--- config.mk ---
export PLATFORM = sky130hd
export DESIGN_NAME = sync_fifo_flagged
export DESIGN_NICKNAME = d
export VERILOG_FILES = /design/src/rtl/sync_fifo_flagged.sv
export SDC_FILE = /design/constraint.sdc
export NUM_CORES = 1
export LEC_CHECK = 0
export ABC_AREA = 1
export ABC_CLOCK_PERIOD_IN_PS = 2640
export CAP_MARGIN = 10
export CORE_MARGIN = 4
export CORE_UTILIZATION = 35
export DETAILED_ROUTE_END_ITERATION = 10
export DONT_BUFFER_PORTS = 1
export MAX_ROUTING_LAYER = met4
export SKIP_LAST_GASP = 1
export SLEW_MARGIN = 25
export SYNTH_ARGS = -nofsm -noshare
export SYNTH_HDL_FRONTEND = slang
export SYNTH_SLANG_ARGS = --single-unit
--- constraint.sdc ---
create_clock -name clk -period 2.64 [get_ports clk]
set_input_delay 0.528 -clock clk [delete_from_list [all_inputs] [get_ports clk]]
set_output_delay 0.528 -clock clk [all_outputs]
set_load 0.02 [all_outputs]
--- src/rtl/sync_fifo_flagged.sv ---
// Single-clock FIFO with fill count, almost flags, sticky error flags,
// synchronous flush and selectable first-word-fall-through read.
module sync_fifo_flagged #(
  parameter int DATA_WIDTH = 8,
  parameter int ADDR_WIDTH = 4,
  parameter int AF_LEVEL   = 14,
  parameter int AE_LEVEL   = 2,
  parameter int FWFT       = 0
) (
  input  logic                  clk,
  input  logic                  rst_n,
  input  logic                  flush,
  input  logic                  w_en,
  input  logic [DATA_WIDTH-1:0] data_in,
  input  logic                  r_en,
  output logic [DATA_WIDTH-1:0] data_out,
  output logic                  full,
  output logic                  empty,
  output logic                  almost_full,
  output logic                  almost_empty,
  output logic [ADDR_WIDTH:0]   count,
  output logic                  overflow,
  output logic                  underflow
);

  localparam int DEPTH = 2 ** ADDR_WIDTH;
  localparam logic [ADDR_WIDTH:0] DEPTH_C = (ADDR_WIDTH + 1)'(DEPTH);
  localparam logic [ADDR_WIDTH:0] AF_C    = (ADDR_WIDTH + 1)'(AF_LEVEL);
  localparam logic [ADDR_WIDTH:0] AE_C    = (ADDR_WIDTH + 1)'(AE_LEVEL);

  logic [DATA_WIDTH-1:0] mem [DEPTH];
  logic [ADDR_WIDTH-1:0] wr_ptr;
  logic [ADDR_WIDTH-1:0] rd_ptr;
  logic [ADDR_WIDTH:0]   cnt;
  logic                  wr_acc;
  logic                  rd_acc;

  assign wr_acc = w_en && !full;
  assign rd_acc = r_en && !empty;

  assign count        = cnt;
  assign full         = (cnt == DEPTH_C);
  assign empty        = (cnt == '0);
  assign almost_full  = (cnt >= AF_C);
  assign almost_empty = (cnt <= AE_C);

  always_ff @(posedge clk or negedge rst_n) begin
    if (!rst_n) begin
      wr_ptr    <= '0;
      rd_ptr    <= '0;
      cnt       <= '0;
      overflow  <= 1'b0;
      underflow <= 1'b0;
    end else if (flush) begin
      wr_ptr    <= '0;
      rd_ptr    <= '0;
      cnt       <= '0;
      overflow  <= 1'b0;
      underflow <= 1'b0;
    end else begin
      if (wr_acc) wr_ptr <= wr_ptr + 1'b1;
      if (rd_acc) rd_ptr <= rd_ptr + 1'b1;
      if (wr_acc && !rd_acc)
        cnt <= cnt + 1'b1;
      else if (rd_acc && !wr_acc)
        cnt <= cnt - 1'b1;
      if (w_en && full)  overflow  <= 1'b1;
      if (r_en && empty) underflow <= 1'b1;
    end
  end

  // Storage is never reset; only the pointers define what is valid.
  always_ff @(posedge clk) begin
    if (wr_acc && !flush)
      mem[wr_ptr] <= data_in;
  end

  generate
    if (FWFT != 0) begin : g_fwft
      assign data_out = mem[rd_ptr];
    end else begin : g_std
      logic [DATA_WIDTH-1:0] dout_q;
      always_ff @(posedge clk or negedge rst_n) begin
        if (!rst_n)
          dout_q <= '0;
        else if (flush)
          dout_q <= '0;
        else if (rd_acc)
          dout_q <= mem[rd_ptr];
      end
      assign data_out = dout_q;
    end
  endgenerate

endmodule

==> summary.txt <==
Status - complete, no violations
Commonest non-fill, non-tap cell in the layout - nand2_1
Unrepaired setup endpoints after global routing - false
Mapped Cells - 597
Port Buffers - 0
Final hold viol count - 0
Total negative slack - 0 ps
CP Launch Type - register
Area delta synth->final - 12.2%
# clock sinks - 151
Arrival time at the worst endpoint - 2540 ps
Ranking of synthesized cells by area - edfxtp_1 59%, nand2_1 10%, dfrtp_1 8.9%
Maximum fanout along the worst path - 12
Least-Margin Pin Slew - 753 ps
Die span in x - 144 um
# diodes - 0
Total core area - 18100 um^2
DR pass1 iterations - 5
First-pass GRT wire length - 22.4 mm
Final net count - 628
FF+latch count, synth - 151
Crit end category - register
Gr ovfl total - 0
Placement Cell Area - 6700 um^2
Slew Viols, Final - 0
Largest net degree at the start of global routing - 73
Sequential area share after synthesis - 0.683
Number of remaining DRC errors - 0
Peak supply drop - 0.000604 V
Die extent in y - 144 um
Slew margin rel. - 0.498
Max incr delay on CP - 500 ps
Synth top area share - 0.594
Commonest cells after routing, fill and taps aside - 178 x nand2_1, 128 x edfxtp_1, 73 x nor2_1
Worst-case clock skew - 5.94 ps
Share of cells above drive strength 1 - 0.104
Post-CTS Hold Fix Bufs - 1
Fin crit share - 0.844
Maximum Capacitance Violations - 0
DR vias/cell - 4.94
Final Setup Violations - 0
Clock Path Buffers - 2
Design area - 7250 um^2
CTS buffer count - 17
# IOs - 32
Most frequent CP cell - nand2_1
H-tree depth - 4
Final wirelength - 14.3 mm
ANT nets after route - 0
CTS tree - built
CTS root buffer - clkbuf_16
Initial drt markers - 387
Initial antenna violation count - 0
Slowest-stage cell, CP - dfrtp_1
Tmin final - 2230 ps
Routed via count - 4183
Die Area - 20700 um^2
CTS clk-pin slew, worst paths - 60 ps
Wirelength per Cell - 16.8 um
GRT Util Overall - 0.150
Crit path buf inv count - 2
Worst Hold Class - in2async
Starting Density - 0.358
Post-CTS setup buffer count - 0
GPL Wtd Cong - 0.885
Fmax achieved - 449 MHz
Required @ worst endpoint - 2950 ps
Syn Nets - 620
Clk_lat worst skew - 420 ps
FP Rows - 49
Post-synth cell types - 28
Total power - 6.86 mW
Largest area contributor in the netlist - edfxtp_1
Critical-path cell list - nor2_2, nand3_2, nand2_4, inv_4, nand2_4, ha_1, a21oi_1, nand3_1, nand2_1, inv_1, nand2_1, nand2_1, nand2_1, nand2_1
Final HPWL DP - 9.26 mm
Crit path max-delay family - simple AND/OR/NAND/NOR gates
Synth warn - 0
Syn Area/Cell - 10.8 um^2
Vias in the first global route - 3990
Power per cell area - 946 nW/um^2
Critical path type - reg2reg
Post-cts sizing count - 0
P_leak - 2.83 nW
Cell area after synthesis - 6470 um^2
==> cells by family after synthesis <==
| kind of cell | after synthesis | share of synthesized area |
|---|---|---|
| adder cells (fa/ha/maj) | 10 | 0.0205 |
| AO/OA/AOI/OAI | 51 | 0.0418 |
| flip-flops | 151 | 0.683 |
| AND/OR/NAND/NOR | 330 | 0.212 |
| buffers and inverters | 53 | 0.0393 |
| XOR/XNOR | 2 | 0.00271 |
==> sequential cells by signal, summed over array words and instances (netlist names) <==
name / count
underflow: 1
count: 5
data_out: 8
rd_ptr: 4
mem: 128
wr_ptr: 4
overflow: 1
==> layout make-up <==
type                       instances  area, um^2
multi-input combinational        393        1790
clock buffer                      22         474
sequential                       151        4420
inverter                          31         123
fill                            1673       10800
clock inverter                    10        76.3
tap                              229         287
timing repair buffer              11        80.1
==> metrics by stage <==
stage	util	std cells	setup slack, ps	hold WS (ps)
3_3_place_gp	0.370	814	457	233
3_5_place_dp	0.370	814	434	233
6_report	0.401	847	411	85.5
5_1_grt	0.401	847	194	120
4_1_cts	0.401	847	427	153
2_1_floorplan	-	597	604	232
==> per-layer routing <==
layer | wire (um) | track usage | vias up
met3 | 937 | 0.0346 | 23
li1 | - | - | 2040
met2 | 6500 | 0.216 | 141
met5 | 0 | - | -
met1 | 6570 | 0.208 | 1979
met4 | 240 | 0.0530 | 0
==> power breakdown <==
group	switching [mW]	internal (mW)	total (mW)
combinational	1.18	0.490	1.67
clock	0.887	1.36	2.24
sequential	0.227	2.72	2.95
total	2.29	4.57	6.86
==> final timing paths <==
| check | start | endpoint | slack, ps | depth (start not counted) |
|---|---|---|---|---|
| setup / recovery | count[3]$_DFFE_PN0P_ | count[4]$_DFFE_PN0P_ | 410 | 14 |
| hold / removal | rst_n | count[4]$_DFFE_PN0P_ | 90 | 1 |
| setup reg to reg | count[3]$_DFFE_PN0P_ | count[4]$_DFFE_PN0P_ | 410 | 14 |
| hold reg to reg | rd_ptr[2]$_DFFE_PN0P_ | rd_ptr[2]$_DFFE_PN0P_ | 590 | 3 |
| max in group asynchronous | rst_n | rd_ptr[0]$_DFFE_PN0P_ | 2160 | 1 |
| min in group clk | flush | overflow$_DFFE_PN0P_ | 170 | 1 |
==> worst reg2reg max path, cell delays in order, from the launching register on <==
cell	delay, ps
dfrtp_1	500
nor2_2	240
nand3_2	130
nand2_4	130
inv_4	70
nand2_4	150
ha_1	300
a21oi_1	170
nand3_1	90
nand2_1	100
inv_1	40
nand2_1	50
nand2_1	50
nand2_1	60
nand2_1	40
==> synth_stat cells (all sizes together) <==
master	count
nand2	184
edfxtp	128
nor2	76
nand3	69
o21ai	32
inv	30
dfrtp	23
buf	20
a21oi	19
ha	9
clkbuf	2
xor2	2
clkinv	1
fa	1
nor3	1
Note: power is estimated with default switching activity, not from simulation.
==> RTL edit (same settings) <==
Change the parameter `DATA_WIDTH` from 8 to 12.
--- a/src/rtl/sync_fifo_flagged.sv
+++ b/src/rtl/sync_fifo_flagged.sv
@@ -3,3 +3,3 @@
 module sync_fifo_flagged #(
-  parameter int DATA_WIDTH = 8,
+  parameter int DATA_WIDTH = 12,
   parameter int ADDR_WIDTH = 4,
Interface: changed (resized data_in and data_out); port bits go from 32 to 40. No check against the original RTL was run, so the function may have changed too.
==> RTL edit against the unedited design <==
- routed wire length increased by 42%
- largest power group unchanged
- area after synthesis increased by 42%
- final area up 43%
- global-route usage down 0.38 points
- count of clock-buffer cells in the layout is 5 higher
- total power grew 36%
- synthesized cell count increased by 39%
- sequential cell count up 68
- setup slack got worse by 0.015 ns
- die area increased by 39%
==> RTL edit: results (changes against the unedited design) <==
[run_status]
outcome = complete, no violations  ; unchanged

[synth]
synthAdderAreaFrac = 0.0144  ; was 0.0205
synth-xor-area-share = 0.000954  ; was 0.00271
synth_edf_count = 192  ; was 128
synthTopCellsByCount = nand2_1, edfxtp_1, nand3_1  ; was nand2_1, edfxtp_1, nor2_1
synth_nets = 859  ; was 620
synth.area.top_cells = edfxtp_1, nand2_1, dfrtp_1, nand3_1, nor2_1  ; unchanged
synth_cell_types = 25  ; was 28
yosysSeqAreaShare = 0.701  ; was 0.683

[route]
wl_met1_um = 9150  ; was 6570 um
via_count = 5750  ; was 4183
wl_met2_um = 9490  ; was 6500 um
drtIter0Drc = 375  ; was 387
wl_per_cell_um = 16.9  ; was 16.8 um

[global_route]
grt.met3_usage = 0.0190  ; was 0.0346
grt_pass1_wl_um = 32000  ; was 22400 um
grt_pass1_vias = 5486  ; was 3990
grt_usage = 0.146  ; was 0.150
grt_max_degree = 88  ; was 73

[finish]
sh_seq_area = 0.622  ; was 0.609
nClkBuffers = 27  ; was 22
finalNetCount = 875  ; was 628
inverters = 42  ; was 31
multi_input_gates = 533  ; was 393
area_growth_pct = 12.8  ; was 12.2%
largest_register_ffs = 192  ; was 128
multiInputGateArea_sq_um = 2360  ; was 1790 sq um
fillers = 2428  ; was 1673
buf_share = 0.0268  ; was 0.0110
clkCellAreaFrac = 0.0671  ; was 0.0759
drive_gt1_frac = 0.0904  ; was 0.104

[clock_tree]
hold_buffers = 2  ; was 1
numCtsBuffers = 22  ; was 17
clk_path_buf_depth = 3  ; was 2

[hold_path]
hold_class = in2reg  ; was in2async

[power_and_ir_drop]
ir_worst_vdd_v = 0.000590  ; was 0.000604 V

[timing]
skew_ns = 0.00972  ; was 0.00594 ns

[place]
gp_congestion = 0.814  ; was 0.885
placed_cell_area_sq_um = 9630  ; was 6700 sq um
dp_hpwl_um = 12700  ; was 9260 um

[critical_path]
arrival_ns = 2.64  ; was 2.54 ns

RTL edit: power breakdown:
group / internal [mW] / total, mW / switching (mW)
logic: 0.658 / 2.15 / 1.50
clock network: 1.78 / 3.02 / 1.24
registers: 3.94 / 4.18 / 0.239
RTL edit: final timing paths:
kind / from / end / slack [ns] / cells after the start
min in group asynchronous: rst_n / count[4] / 0.47 / 2
hold reg to reg: rd_ptr[2] / rd_ptr[2] / 0.60 / 3
hold / removal: flush / underflow / 0.09 / 1
max in group asynchronous: rst_n / rd_ptr[0] / 1.98 / 2
setup reg to reg: count[3] / count[3] / 0.40 / 11
setup / recovery: count[3] / count[3] / 0.40 / 11
RTL edit: worst register-to-register path, cell delays in order (launching register included):
cell and delay, ns:
dfrtp_1 0.50, nor2_1 0.24, nand3_1 0.15, nand2_2 0.15, inv_2 0.09, nand2_4 0.12
ha_1 0.26, a21oi_1 0.14, nand2_1 0.08, or2_2 0.27, nand4_1 0.09, nand2_1 0.05
